## config.mk

```make
export PLATFORM = sky130hd
export DESIGN_NAME = sr_flag_arbiter
export DESIGN_NICKNAME = d
export VERILOG_FILES = /design/src/rtl/sr_flag_arbiter_pkg.sv /design/src/rtl/sr_flag_arbiter_rr_picker.sv /design/src/rtl/sr_flag_arbiter.sv
export SDC_FILE = /design/constraint.sdc
export NUM_CORES = 1
export LEC_CHECK = 0
export ABC_AREA = 1
export CORE_ASPECT_RATIO = 1.75
export CORE_MARGIN = 5
export CORE_UTILIZATION = 46
export CTS_BUF_LIST = sky130_fd_sc_hd__clkbuf_16
export DETAILED_ROUTE_END_ITERATION = 7
export PLACE_DENSITY = 0.77
export SLEW_MARGIN = 30
export SYNTH_ARGS = -nofsm -noshare
export SYNTH_HDL_FRONTEND = slang
export SYNTH_SLANG_ARGS = --single-unit
```

## constraint.sdc

```tcl
create_clock -name clk -period 8.9 [get_ports clk]
set_clock_uncertainty 0.05 [all_clocks]
set_input_delay 2.67 -clock clk [delete_from_list [all_inputs] [get_ports clk]]
set_output_delay 2.67 -clock clk [all_outputs]
set_load 0.1 [all_outputs]
```

## src/rtl/sr_flag_arbiter_pkg.sv

```systemverilog
// Shared definitions for the SR flag arbiter: command encodings, FSM state
// type and a clog2 helper that never returns zero (for 1-bit minimum widths).
package sr_flag_arbiter_pkg;

    localparam logic [1:0] CMD_NOP = 2'b00;
    localparam logic [1:0] CMD_CLR = 2'b01;
    localparam logic [1:0] CMD_SET = 2'b10;
    localparam logic [1:0] CMD_ILL = 2'b11;

    typedef enum logic {
        IDLE  = 1'b0,
        GRANT = 1'b1
    } state_t;

    function automatic int clog2_min1(input int v);
        return (v <= 2) ? 1 : $clog2(v);
    endfunction

endpackage

```

## src/rtl/sr_flag_arbiter_rr_picker.sv

```systemverilog
// Combinational round-robin picker: first eligible requester scanning upward
// from ptr with wrap-around. Reports one-hot winner, its index and a valid bit.
module rr_picker
    import sr_flag_arbiter_pkg::*;
#(
    parameter int N  = 4,
    parameter int SW = clog2_min1(N)
) (
    input  logic [N-1:0]  eligible,
    input  logic [SW-1:0] ptr,
    output logic [N-1:0]  winner,
    output logic [SW-1:0] winner_idx,
    output logic          valid
);

    // Scan from ptr, wrapping at N-1; the first hit wins.
    always_comb begin
        int            c;
        logic [SW-1:0] ci;
        winner     = '0;
        winner_idx = '0;
        valid      = 1'b0;
        c          = 0;
        ci         = '0;
        for (int k = 0; k < N; k++) begin
            c = int'(ptr) + k;
            if (c >= N) c = c - N;
            ci = SW'(c);
            if (!valid && eligible[ci]) begin
                valid      = 1'b1;
                winner[ci] = 1'b1;
                winner_idx = ci;
            end
        end
    end

endmodule

```

## src/rtl/sr_flag_arbiter.sv

```systemverilog
// Bank of W SR flag cells shared by N requesters through a registered
// round-robin arbiter; one command applied per clock.
// Optional build macro SR_FLAG_ARBITER_LOCK_EN adds a per-requester lock
// input that lets the current winner keep issuing back-to-back commands.
//
//   state | meaning
//   IDLE  | no grant this cycle (gnt == 0)
//   GRANT | one-hot grant issued, command applied at the same edge
module sr_flag_arbiter
    import sr_flag_arbiter_pkg::*;
#(
    parameter int   N         = 4,
    parameter int   W         = 8,
    parameter logic RESET_VAL = 1'b0,
    localparam int  IDXW      = clog2_min1(W),
    localparam int  SW        = clog2_min1(N)
) (
    input  logic            clk,
    input  logic            reset,
    input  logic            enable,
    input  logic [N-1:0]    req,
    input  logic [N-1:0]    cmd_s,
    input  logic [N-1:0]    cmd_r,
    input  logic [N*IDXW-1:0] cmd_idx,
`ifdef SR_FLAG_ARBITER_LOCK_EN
    input  logic [N-1:0]    lock,
`endif
    input  logic            err_clr,
    output logic [N-1:0]    gnt,
    output logic [W-1:0]    flags,
    output logic [W-1:0]    flags_b,
    output logic            err,
    output logic [SW-1:0]   err_src,
    output logic            busy
);

    state_t        state, next_state;
    logic [N-1:0]  eligible, win_oh;
    logic [SW-1:0] ptr, win_idx;
    logic          win_valid;
    logic [1:0]    win_cmd;
    logic [IDXW-1:0] win_fidx;
    logic          idx_bad, new_err;

`ifdef SR_FLAG_ARBITER_LOCK_EN
    logic lock_q;
    logic hold;

    // A locked winner that still requests with lock high stays the only
    // eligible requester; otherwise the just-granted requester is masked.
    assign hold     = lock_q && |(gnt & req & lock);
    assign eligible = hold ? (req & gnt) : (req & ~gnt);
`else
    // Masking the current grant forces the req-drop handshake.
    assign eligible = req & ~gnt;
`endif

    rr_picker #(.N(N), .SW(SW)) u_picker (
        .eligible   (eligible),
        .ptr        (ptr),
        .winner     (win_oh),
        .winner_idx (win_idx),
        .valid      (win_valid)
    );

    // Decode the winner's command and flag the illegal / out-of-range cases.
    always_comb begin
        win_cmd  = {cmd_s[win_idx], cmd_r[win_idx]};
        win_fidx = cmd_idx[int'(win_idx)*IDXW +: IDXW];
        idx_bad  = {1'b0, win_fidx} >= (IDXW+1)'(W);
        new_err  = win_valid && ((win_cmd == CMD_ILL) || idx_bad);
    end

    // Next state: grant whenever enabled and someone is eligible.
    always_comb begin
        next_state = IDLE;
        if (enable && win_valid) next_state = GRANT;
    end

    // State register.
    always_ff @(posedge clk or posedge reset) begin
        if (reset) state <= IDLE;
        else       state <= next_state;
    end

    // Registered one-hot grant; dropped whenever enable is low.
    always_ff @(posedge clk or posedge reset) begin
        if (reset)                    gnt <= '0;
        else if (enable && win_valid) gnt <= win_oh;
        else                          gnt <= '0;
    end

    // Pointer, flag bank and sticky error, all frozen while enable is low.
    always_ff @(posedge clk or posedge reset) begin
        if (reset) begin
            ptr     <= '0;
            flags   <= {W{RESET_VAL}};
            err     <= 1'b0;
            err_src <= '0;
`ifdef SR_FLAG_ARBITER_LOCK_EN
            lock_q  <= 1'b0;
`endif
        end else if (enable) begin
            if (win_valid) begin
`ifdef SR_FLAG_ARBITER_LOCK_EN
                if (!lock[win_idx])
`endif
                    ptr <= (win_idx == SW'(N-1)) ? '0 : win_idx + SW'(1);
                if (!idx_bad) begin
                    case (win_cmd)
                        CMD_CLR: flags[win_fidx] <= 1'b0;
                        CMD_SET: flags[win_fidx] <= 1'b1;
                        default: ;
                    endcase
                end
            end
            // A clear coinciding with a new error leaves err set and
            // records the new source.
            if (err_clr) begin
                err     <= new_err;
                err_src <= new_err ? win_idx : '0;
            end else if (new_err) begin
                err <= 1'b1;
                if (!err) err_src <= win_idx;
            end
`ifdef SR_FLAG_ARBITER_LOCK_EN
            lock_q <= win_valid && lock[win_idx];
`endif
        end
    end

    assign flags_b = ~flags;
    assign busy    = (state == GRANT);

endmodule

```

==> results.md <==
* Status: complete, no violations
* Slew margin rel. at roughly a third
* Mapped Nets at 274
* FF/Latch Area at ~450 µm²
* Gr ovfl total at 0
* Maxcap violations at 0
* Die area at slightly above 5000 µm²
* GP Congestion at approximately 0.91
* Post_cts resized at 0
* Initial antenna violation count at 0
* Critical path's most frequent cell: nand2_1
* # IOs at between 50 and 60
* CP delay by family, top: simple AND/OR/NAND/NOR gates
* Worst setup EP type: flip-flop
* Area grow syn2layout at 36.00%
* Global Route Usage Sum at approximately a fifth
* Most instantiated cells after synthesis: 65 x nand2_1, 44 x nand3_1, 30 x inv_1
* FFs w/ async S/R, synth at 100.0%
* Num CTS Buffers at 3
* H-tree Lvls at 1
* Synth Flop Type: dfrtp_1
* Die Width at around 56 µm
* Dpl hpwl at approximately 3.7 mm
* Slowest CP cell: clkdlybuf4s50_1
* Routed WL at around 4.5 mm
* Crit path required time at roughly 9000 ps
* Routed vias/inst at ~5.2
* Post-Syn Area at 1689 µm²
* Post-CTS Hold Fix Bufs at 0
* Post-Synthesis Mean Instance Area at about 7.2 µm²
* Clock-pin slew on the worst setup and hold paths at 50 ps
* ANT cells at 0
* Root Buffer: clkbuf_16
* Netlist cell types at 27
* Vias in the first global route at between 1500 and 2000
* Number of enable flip-flop cells after synthesis at 0
* Core area at 3592 µm²
* Largest net degree at the start of global routing at 21
* Critical path's largest stage delay at ~500 ps
* CTS tree: built
* Clock sink total at 18
* Synth Register Bits at 18
* Hold_ws at 442.5 ps
* Initial core utilization at 47.02%
* Total negative setup slack at 0 ps
* Count leader, synth: nand2_1
* Cell count after synthesis at 236
* WS Path Type: in2reg
* Post-route ant nets at 0
* Final setup vio count at 0
* Hold Vio Cnt, Final at 0
* Synth top area cells: dfrtp_1 27%, nand2_1 14%, nand3_1 13%, ha_1 7.4%, inv_1 6.7%
* RSZ-0062 raised after global routing: false
* First-pass iteration count of the detailed router at 4
* Final nets at ~330
* Setup bufs post-CTS at 0
* I/O Buffers at 51
* Worst Max-Slew Pin Slew at between 900 and 1000 ps
* Worst-path fanout max at 20
* Max Slew Vio Count at 0
* Cell taking the most area after synthesis: dfrtp_1
* Worst-Skew Late Latency at 250 ps
* Fillers at roughly 320
* CTS Buffer Depth at 2
* Worst EP arrival at about 5600 ps
* Via count at approximately 1700
* Synth top area share at 26.67%
* Seq/Total Area, Yosys at a little over a quarter
* Critical-path cell list: clkdlybuf4s50_1 -> nand3_1 -> nand3_4 -> nand2_4 -> nand2_2 -> inv_2 -> nand3_2 -> nand3_2 -> a21oi_1 -> o2bb2ai_1 -> inv_1 -> ha_1 -> nand2_1 -> nor2_4 -> nand2_1 -> nand2_1 -> nand2_1
* Layout cells sized above 1 at a little over an eighth
* Die height at ~90 µm
* Initial drt markers at 57
* Critical path buffers and inverters at 3
* Wirelength per Cell at ~14 µm
* Minimum clock period after layout at around 5500 ps
* CP startpoint kind: primary input
* Yosys Warn Count at 0
* Number of remaining DRC errors at 0
* Area occupied by multi-input gates at ~1100 µm²
* Hold Path Class: reg2reg
* F_max at roughly 0.18 GHz
* Core Rows at 29
* Final Cycle Share at just over 60%
* First-pass GRT wire length at 7.734 mm
-- layer usage --
| layer | share of wire (%) | wire, µm | global-route usage (%) |
|---|---|---|---|
| met4 | 2.3 | 104 | 5.882 |
| met1 | 35 | 1603 | 18.72 |
| met5 | 0 | 0 | 0 |
| met2 | 57 | 2605 | 37.55 |
| met3 | 5.0 | 229 | 3.438 |
-- final timing paths --
check | slack [ps] | cells past startpoint | from | end
worst max register to register | 5010 | 20 | ptr[0] | flip-flop
max in group asynchronous | 5570 | 2 | reset | asynchronous set/reset pin
min in group asynchronous | 2780 | 2 | reset | gnt[2]
worst max-delay path | 3350 | 17 | req[2] | flip-flop
worst min-delay path | 440 | 2 | flip-flop | flip-flop
worst min register to register | 440 | 2 | flip-flop | flip-flop
-- cells in the final DEF (no fill, tap or decap), types with 3 or more instances in the layout --
cell / netlist / layout
a31oi_1: 4 / 4
a22oi_1: 4 / 4
o21ai_0: 4 / 4
nand2_1: 65 / 65
dfrtp_1: 18 / 18
nand4_1: 4 / 4
clkdlybuf4s50_1: 0 / 51
nand3_2: 9 / 9
nand3_1: 44 / 44
inv_1: 30 / 30
clkbuf_16: 0 / 3
nand2_2: 8 / 8
nor2_4: 8 / 8
a21oi_1: 6 / 6
ha_1: 10 / 10
inv_2: 4 / 4
-- logic make-up (layout without fill, tap and decap cells) --
logic type                 Yosys count  count (layout)  share of synthesized area (%)
buffers and inverters               39              89                          9.851
AOI/OAI and AO/OA                   25              25                          9.630
adders and majority gates           10              10                          7.407
DFF                                 18              18                          26.67
and+or+nand+nor                    144             144                          46.44
-- cell type report --
type | instances | share of cell area, %
clock buffers | 3 | 3.268
clock inverters | 1 | 0.1634
inverters | 34 | 5.556
multi-input cells | 179 | 46.68
flip-flops and latches | 18 | 19.61
well taps | 46 | 2.505
repair buffers | 51 | 22.22
-- worst register-to-register path, delay by kind of cell (launching register included) --
family / cells / cell delay [ps]
fa+ha+maj: 2 / 720
buf+inv: 5 / 590
flops: 1 / 590
simple gates: 13 / 1820
-- stage by stage --
step	utilization, %	instances	setup WS [ps]	cell area [µm²]
6_report	63.95	332	3350	2297
5_1_grt	63.95	332	3074	2297
4_1_cts	63.95	332	3384	2297
3_5_place_dp	61.76	328	3173	2218
3_3_place_gp	61.76	328	3250	2218
2_1_floorplan	-	236	4165	1689
Power is left out: the tool's default activity adds up to more than one toggle a clock period on the data nets, which glitch-free logic cannot reach.
